### src/rtl/smc_timing_counter5.sv
`default_nettype none
// ============================================================================
//  Module   : smc_timing_counter5
//  Purpose  : Access-timing counter stage for the SMC state machine. Captures
//             per-access timing config when an access is accepted, then runs
//             the CS leading-edge, wait-state and CS trailing-edge
//             down-counters under the state machine's enables.
//  Options  : SMC_EXT_WAIT_EN - adds smc_n_ext_wait5, which stretches the
//             final wait state while external wait is asserted (low).
//  Revision : 1.0 - initial release
// ============================================================================
module smc_timing_counter5 #(
    parameter int WS_W   = 8,
    parameter int EDGE_W = 2
) (
    input  logic              sys_clk5,
    input  logic              n_sys_reset5,
    input  logic              valid_access5,
    input  logic              le_enable5,
    input  logic              ws_enable5,
    input  logic              cste_enable5,
    input  logic              smc_done5,
    input  logic              mac_done5,
    input  logic              n_read5,
`ifdef SMC_EXT_WAIT_EN
    input  logic              smc_n_ext_wait5,
`endif
    input  logic [EDGE_W-1:0] csle_cfg5,
    input  logic [EDGE_W-1:0] cste_cfg5,
    input  logic [EDGE_W-1:0] oete_cfg5,
    input  logic [WS_W-1:0]   wsr_cfg5,
    input  logic [WS_W-1:0]   wsw_cfg5,
    output logic [EDGE_W-1:0] r_csle_count5,
    output logic [EDGE_W-1:0] r_cste_count5,
    output logic [WS_W-1:0]   r_ws_count5,
    output logic [EDGE_W-1:0] r_csle_store5,
    output logic [EDGE_W-1:0] r_oete_store5
);

    logic [EDGE_W-1:0] csle_count_q, csle_count_d;
    logic [EDGE_W-1:0] cste_count_q, cste_count_d;
    logic [WS_W-1:0]   ws_count_q,   ws_count_d;
    logic [EDGE_W-1:0] csle_store_q, csle_store_d;
    logic [EDGE_W-1:0] cste_store_q, cste_store_d;
    logic [EDGE_W-1:0] oete_store_q, oete_store_d;
    logic [WS_W-1:0]   ws_store_q,   ws_store_d;

    // Wait-state value for the access currently being accepted.
    logic [WS_W-1:0]   w_ws_sel;
    // Next beat of a multiple access is starting: reload edge counters.
    logic              w_next_beat;
    // External wait pins the wait counter at its last state.
    logic              w_ws_hold;

    assign w_ws_sel    = n_read5 ? wsw_cfg5 : wsr_cfg5;
    assign w_next_beat = smc_done5 & ~mac_done5;

`ifdef SMC_EXT_WAIT_EN
    assign w_ws_hold   = ~smc_n_ext_wait5 & (ws_count_q == WS_W'(1));
`else
    assign w_ws_hold   = 1'b0;
`endif

    // Next-state logic: config stores and the three saturating down-counters.
    always_comb begin
        csle_store_d = csle_store_q;
        cste_store_d = cste_store_q;
        oete_store_d = oete_store_q;
        ws_store_d   = ws_store_q;
        if (valid_access5) begin
            csle_store_d = csle_cfg5;
            cste_store_d = cste_cfg5;
            oete_store_d = oete_cfg5;
            ws_store_d   = w_ws_sel;
        end

        // A new access always beats a next-beat reload on the same cycle.
        csle_count_d = csle_count_q;
        if (valid_access5) begin
            csle_count_d = csle_cfg5;
        end else if (w_next_beat) begin
            csle_count_d = csle_store_q;
        end else if (le_enable5 && (csle_count_q != '0)) begin
            csle_count_d = csle_count_q - EDGE_W'(1);
        end

        // Load bypasses the store when the access is accepted on this cycle.
        ws_count_d = ws_count_q;
        if (ws_enable5) begin
            ws_count_d = valid_access5 ? w_ws_sel : ws_store_q;
        end else if ((ws_count_q != '0) && !w_ws_hold) begin
            ws_count_d = ws_count_q - WS_W'(1);
        end

        cste_count_d = cste_count_q;
        if (valid_access5) begin
            cste_count_d = cste_cfg5;
        end else if (w_next_beat) begin
            cste_count_d = cste_store_q;
        end else if (cste_enable5 && (cste_count_q != '0)) begin
            cste_count_d = cste_count_q - EDGE_W'(1);
        end
    end

    // State registers with asynchronous clear.
    always_ff @(posedge sys_clk5 or negedge n_sys_reset5) begin
        if (!n_sys_reset5) begin
            csle_count_q <= '0;
            cste_count_q <= '0;
            ws_count_q   <= '0;
            csle_store_q <= '0;
            cste_store_q <= '0;
            oete_store_q <= '0;
            ws_store_q   <= '0;
        end else begin
            csle_count_q <= csle_count_d;
            cste_count_q <= cste_count_d;
            ws_count_q   <= ws_count_d;
            csle_store_q <= csle_store_d;
            cste_store_q <= cste_store_d;
            oete_store_q <= oete_store_d;
            ws_store_q   <= ws_store_d;
        end
    end

    assign r_csle_count5 = csle_count_q;
    assign r_cste_count5 = cste_count_q;
    assign r_ws_count5   = ws_count_q;
    assign r_csle_store5 = csle_store_q;
    assign r_oete_store5 = oete_store_q;

endmodule
`default_nettype wire

### config.mk
export PLATFORM = sky130hd
export DESIGN_NAME = smc_timing_counter5
export DESIGN_NICKNAME = d
export VERILOG_FILES = /design/src/rtl/smc_timing_counter5.sv
export SDC_FILE = /design/constraint.sdc
export NUM_CORES = 1
export LEC_CHECK = 0
export BUFFER_PORTS_ARGS = -buffer_cell sky130_fd_sc_hd__buf_2
export CAP_MARGIN = 20
export CORE_UTILIZATION = 52
export DETAILED_ROUTE_END_ITERATION = 12
export GPL_TIMING_DRIVEN = 0
export PLACE_DENSITY = 0.94
export SYNTH_ARGS = -nofsm -noshare
export SYNTH_HDL_FRONTEND = slang
export SYNTH_SLANG_ARGS = --single-unit
export TNS_END_PERCENT = 1
### constraint.sdc
create_clock -name sys_clk5 -period 4.4 [get_ports sys_clk5]
set_clock_uncertainty 0.05 [all_clocks]
set_input_delay 0.66 -clock sys_clk5 [delete_from_list [all_inputs] [get_ports sys_clk5]]
set_output_delay 0.66 -clock sys_clk5 [all_outputs]
set_load 0.05 [all_outputs]
==> results.json, run 1 <==
{
  "syn_inst": 137,
  "cts_resized": 0,
  "coreArea_um2": 2480,
  "fin_ws_ns": 2.58,
  "crit_family": "flip-flops",
  "synth_cell_types": 30,
  "vias_per_cell": 5.48,
  "fin_crit_ns": 1.82,
  "fin_hold_ws_ns": 0.241,
  "syn_avg_cell_area_um2": 9.95,
  "synth-seq-area-share_pct": 47.7,
  "slew_viol_final": 0,
  "overflow": 0,
  "ant_nets": 0,
  "fin_tns_setup_ns": 0,
  "routabilityCongestion": 0.781,
  "syn_area_um2": 1360,
  "start_kind": "flop",
  "power.leakage_uw": 0.000832,
  "hp-class": "in2async",
  "powerDensity_nw_per_um2": 389,
  "cp.required_ns": 3.69,
  "layout.nets": 221,
  "gr-usage-met2_pct": 42.7,
  "drt_iter0_markers": 35,
  "initial_core_util_pct": 55.1,
  "cts_tree": "yes",
  "yosysMostFrequentCell": "dfrtp_1",
  "grt-busiest-layer": "met2",
  "setup_viol": 0,
  "drv_cap": 0,
  "worstPathArrival_ns": 1.11,
  "drc": 0,
  "ios": 47,
  "die-width_um": 53.2,
  "max-vdd-ir-drop_mv": 0.272,
  "fmax_mhz": 549,
  "dieHeight_um": 53.2,
  "clock_path_buffers": 2,
  "first_pass_iters": 4,
  "wl_mm": 3.11,
  "cts_htree_levels": 1,
  "ctsHoldBuffers": 0,
  "nFillCells": 192,
  "wire_per_inst_um": 14.4,
  "synth_top_area_share_pct": 47.7,
  "rsz0062_at_grt": "no",
  "synth_edf_count": 0,
  "gr-usage-met3_pct": 3.45,
  "cp_max_fo": 6,
  "pre_cts_slack_ns": 2.67,
  "critPathKind": "reg2out",
  "synthArstFlopShare_pct": 100,
  "synth_nets": 172,
  "antenna_found_initial": 0,
  "seqCellArea_um2": 651,
  "cp.buffers_inverters": 1,
  "slew_headroom_pct": 63.1,
  "post-dp-hpwl_mm": 2.32,
  "final-hold-violation-count": 0,
  "numPortBuffers": 44,
  "synth.area.top_cells": "dfrtp_1 48%, mux2i_1 8.8%, nor2_1 5.2%",
  "outcome": "finished clean",
  "multiInputGateArea_um2": 623,
  "synth_warnings": 0,
  "worstSetupEndpointType": "output pin",
  "die_area_um2": 2830,
  "root_buffer": "clkbuf_4",
  "crit_slowest_cell": "dfrtp_1",
  "grt_pass1_wl_mm": 4.92,
  "grt_usage_pct": 24.7,
  "postCtsSetupRepairBufs": 0,
  "drive_above_1_share_pct": 31.9,
  "cp_num_cells": 1,
  "clock_sinks": 26,
  "core.rowCount": 18,
  "first_global_vias": 1138,
  "path_cells": "buf_2",
  "vias": 1179,
  "min_period_over_period_pct": 41.4,
  "met1_usage_pct": 29.3,
  "cpPeakStageDelay_ns": 0.48,
  "clk_pin_slew_ns": 0.14,
  "synth-seq-cells": 26,
  "synth_flop_cell": "dfrtp_1",
  "n_antenna_cell": 0,
  "grt_max_degree": 27,
  "worstRegToRegCells": 6,
  "areaGrowthSynthToFinish_pct": 21.6,
  "synth_common_cells": "26 x dfrtp_1, 19 x nor2_1, 12 x mux2i_1, 10 x inv_1",
  "synth_top_cell_by_area": "dfrtp_1",
  "tightest_slew_ns": 0.553,
  "clk_latency_ns": 0.33,
  "cts_made_buffers": 3
}
logic make-up (layout without fill, tap and decap cells):
logic type               after synthesis  count (layout)  synth area share [%]
multiplexers                          15              15                  11.3
buffers and inverters                 17              65                  6.61
AND/OR/NAND/NOR                       40              40                  14.0
flip-flops                            26              26                  47.7
adder cells (fa/ha/maj)                4               4                  3.67
AO/OA/AOI/OAI                         29              29                  12.8
XOR/XNOR                               6               6                  3.85
flip-flops by register name (all words and copies together), names as in the netlist:
name / cells
r_csle_count5: 2
r_cste_count5: 2
cste_store_q: 2
r_csle_store5: 2
ws_store_q: 8
r_oete_store5: 2
r_ws_count5: 8
cell usage in the layout, fill, tap and decap left out, types with 4 or more instances in the layout:
cell type and instances:
xor2_1 4, nand2_1 8, nand2b_1 5, ha_1 4, inv_1 10, nor2_1 19, buf_2 44, a211oi_1 4
a21oi_1 9, mux2i_1 12, o21ai_0 9, dfrtp_1 26
worst paths after layout:
path,start,to,slack [ns]
max reg2reg,r_ws_count5[0],r_ws_count5[6],2.69
min,n_sys_reset5,r_ws_count5[5],0.24
min in group sys_clk5,r_oete_store5[0],r_oete_store5[0],0.49
max in group asynchronous,n_sys_reset5,r_oete_store5[0],3.69
max,r_ws_count5[3],r_ws_count5[3],2.58
min reg2reg,r_oete_store5[0],r_oete_store5[0],0.49
report_power, final:
part / switching, µW / internal, µW
Sequential: 29.1 / 270
Clock: 73.2 / 50.8
Combinational: 150 / 71.2
Total: 253 / 392
final cells by class:
cell class              count  share of cell area (%)
well taps                  30                    2.26
flip-flops and latches     26                    39.2
clock buffers               4                    2.19
plain buffers               6                    2.94
inverters                  11                    2.49
repair buffers             44                    13.3
multi-input cells          94                    37.6
worst reg2reg max path, cell delays in order (launching register included):
cell	delay, ns
dfrtp_1	0.45
inv_1	0.11
ha_1	0.20
nand2b_1	0.09
nor4_1	0.30
o22ai_1	0.16
a311oi_1	0.27
metal layers:
layer	vias to the layer above	wire (µm)
met4	0	100
met3	11	148
li1	562	-
met1	554	1320
met5	-	0
met2	52	1530
per-stage QoR:
step	utilization, %	area [µm²]	cells	total power [µW]
final	66.9	1660	215	645
after global routing	66.9	1660	215	674
after CTS	66.9	1660	215	646
after detailed placement	65.5	1620	211	522
after global placement	65.5	1620	211	510
after floorplan	-	1360	137	458
Note: power is estimated with default switching activity, not from simulation.
==> inputs of run 2 (changes only) <==
--- a/config.mk
+++ b/config.mk
@@ -5,12 +5,13 @@
 export SDC_FILE = /design/constraint.sdc
 export NUM_CORES = 1
 export LEC_CHECK = 0
+export ABC_AREA = 1
 export BUFFER_PORTS_ARGS = -buffer_cell sky130_fd_sc_hd__buf_2
 export CAP_MARGIN = 20
-export CORE_UTILIZATION = 52
+export CORE_UTILIZATION = 46
 export DETAILED_ROUTE_END_ITERATION = 12
 export GPL_TIMING_DRIVEN = 0
-export PLACE_DENSITY = 0.94
+export PLACE_DENSITY = 0.88
 export SYNTH_ARGS = -nofsm -noshare
 export SYNTH_HDL_FRONTEND = slang
 export SYNTH_SLANG_ARGS = --single-unit
==> constraint.sdc (replaced) <==
create_clock -name sys_clk5 -period 1.6 [get_ports sys_clk5]
set_clock_uncertainty 0.05 [all_clocks]
set_input_delay 0.24 -clock sys_clk5 [delete_from_list [all_inputs] [get_ports sys_clk5]]
set_output_delay 0.24 -clock sys_clk5 [all_outputs]
set_load 0.05 [all_outputs]
==> results.json, run 2 <==
{
  "outcome": "finished clean",
  "ios": 47,
  "worstRegToRegCells": 7,
  "synth_warnings": 0,
  "max-vdd-ir-drop_mv": 0.351,
  "core.rowCount": 20,
  "slew_viol_final": 0,
  "synth_nets": 246,
  "clk_latency_ns": 0.33,
  "fin_crit_ns": 1.44,
  "cts_tree": "yes",
  "vias": 1465,
  "tightest_slew_ns": 0.567,
  "antenna_found_initial": 0,
  "synth.area.top_cells": "dfrtp_1 42%, nand2_1 20%, inv_1 6.6%",
  "mostFrequentLayoutCell": "nand2_1",
  "cp.required_ns": 1.79,
  "path_cells": "inv_1, ha_1, nand2_1, o21ai_0, nand2_1, nor2_1, nor2_1",
  "drv_cap": 0,
  "min_period_over_period_pct": 89.9,
  "worstPathArrival_ns": 1.63,
  "drt_iter0_markers": 78,
  "crit_slowest_cell": "dfrtp_1",
  "wl_mm": 3.38,
  "r2r_slack_ns": 0.16,
  "cp_num_cells": 7,
  "fmax_mhz": 695,
  "cts_made_buffers": 3,
  "synth-seq-cells": 26,
  "areaGrowthSynthToFinish_pct": 20.6,
  "cp_max_fo": 6,
  "dieHeight_um": 59.8,
  "numPortBuffers": 43,
  "synth_common_cells": "80 x nand2_1, 27 x inv_1, 26 x dfrtp_1, 18 x nor2_1, 13 x nand3_1",
  "fin_hold_ws_ns": 0.0496,
  "synth_cell_types": 21,
  "vias_per_cell": 4.83,
  "cp.buffers_inverters": 1,
  "reg2reg_from": "r_ws_count5[0]",
  "ant_nets": 0,
  "reg2reg_to": "r_ws_count5[6]",
  "start_kind": "flop",
  "drive_above_1_share_pct": 25.5,
  "power.leakage_uw": 0.00107,
  "clock_path_buffers": 2,
  "layout.nets": 295,
  "routabilityCongestion": 0.883,
  "n_antenna_cell": 0,
  "dp.cells": 298,
  "synth_flop_cell": "dfrtp_1",
  "coreArea_um2": 3100,
  "rsz0062_at_grt": "no",
  "most-common-layout-cells": "80 x nand2_1, 43 x buf_2, 27 x inv_1, 26 x dfrtp_1, 18 x nor2_1",
  "cts_htree_levels": 1,
  "first_pass_iters": 4,
  "hp-class": "in2reg",
  "p_total_uw": 1800,
  "synthArstFlopShare_pct": 100,
  "postCtsSetupRepairBufs": 0,
  "crit_family": "flip-flops",
  "initial_core_util_pct": 49.6,
  "die-width_um": 59.8,
  "worstSetupEndpointType": "flop",
  "syn_avg_cell_area_um2": 7.29,
  "synth_edf_count": 0,
  "final-hold-violation-count": 0,
  "syn_area_um2": 1540,
  "grt_usage_pct": 22.0,
  "overflow": 0,
  "powerDensity_nw_per_um2": 971,
  "syn_inst": 211,
  "synth_top_cell_by_area": "dfrtp_1",
  "synth_top_area_share_pct": 42.3,
  "yosysMostFrequentCell": "nand2_1",
  "die_area_um2": 3580,
  "fin_tns_setup_ns": 0,
  "worstSetupStartpoint": "r_ws_count5[0]",
  "critPathKind": "reg2reg",
  "final_util_pct": 59.8,
  "grt_max_degree": 27,
  "clock_sinks": 26,
  "drc": 0,
  "synth-seq-area-share_pct": 42.3,
  "root_buffer": "clkbuf_4",
  "fin_cells": 303,
  "first_global_vias": 1357,
  "cpPeakStageDelay_ns": 0.45,
  "wire_per_inst_um": 11.2,
  "post-dp-hpwl_mm": 2.58,
  "grt_pass1_wl_mm": 5.73,
  "slew_headroom_pct": 62.2,
  "endpoint": "r_ws_count5[6]",
  "setup_viol": 0,
  "clk_pin_slew_ns": 0.14
}
run 2: cell count changes after synthesis, moves of 3 or more:
cell	previous run	this run
buf_4	3	0
mux2i_1	12	0
nand2_1	8	80
nand3_1	1	13
buf_6	2	5
xor2_1	4	0
o211ai_1	0	4
mux2_2	3	0
inv_1	10	27
nand2b_1	5	0
a211oi_1	4	0
nor2_2	0	4
run 2: timing repair:
item                                   CTS  global route
endpoints found under the hold margin   26             0
hold buffers                             1             0
resized for setup                        0             0
run 2: worst reg2reg max path: cells and delay by family, from the launching register on:
| kind | cells | cell delay (ns) |
|---|---|---|
| buffers and inverters | 1 | 0.13 |
| adder cells (fa/ha/maj) | 1 | 0.27 |
| flip-flops | 1 | 0.45 |
| AND/OR/NAND/NOR | 4 | 0.29 |
| AO/OA/AOI/OAI | 1 | 0.17 |
run 2: worst min-delay path by stage:
| stage | startpoint | endpoint | cells past startpoint |
|---|---|---|---|
| 2_1_floorplan | n_sys_reset5 | cste_store_q[0] | 0 |
| 6_report | oete_cfg5[0] | r_oete_store5[0] | 3 |
| 3_5_place_dp | n_sys_reset5 | r_oete_store5[1] | 1 |
| 5_1_grt | oete_cfg5[0] | r_oete_store5[0] | 3 |
| 4_1_cts | oete_cfg5[0] | r_oete_store5[0] | 3 |
| 3_3_place_gp | n_sys_reset5 | r_oete_store5[1] | 1 |
run 2: metrics by stage:
| step | area (µm²) | worst slack, ns |
|---|---|---|
| finish | 1860 | 0.161 |
| global route | 1860 | 0.0368 |
| CTS | 1860 | 0.142 |
| detailed placement | 1810 | 0.167 |
| global placement | 1810 | 0.231 |
| floorplan | 1540 | 0.0279 |
run 2: logic make-up after synthesis:
family | after synthesis | share of synthesized area (%)
AOI/OAI and AO/OA | 26 | 10.1
adders and majority gates | 4 | 3.25
buffers and inverters | 36 | 12.0
DFF | 26 | 42.3
and+or+nand+nor | 119 | 32.4
run 2: cell type report:
type,count,area [µm²]
plain buffers,5,56.3
clock buffers,4,36.3
fillers,303,1250
inverters,31,129
multi-input cells,149,703
flip-flops and latches,26,651
well taps,44,55.1
repair buffers,44,225
run 2: routing by layer:
layer  vias to the layer above  track usage, %  wire (µm)
li1                        753               -          -
met3                         6            2.16        123
met4                         0            11.6         93
met1                       667            28.2       1490
met2                        39            36.5       1670
met5                         -               0          0
run 2: power by group:
part           switching, µW  total [µW]  internal (µW)
Sequential              69.5         809            740
Combinational            457         650            193
Clock                    202         342            140
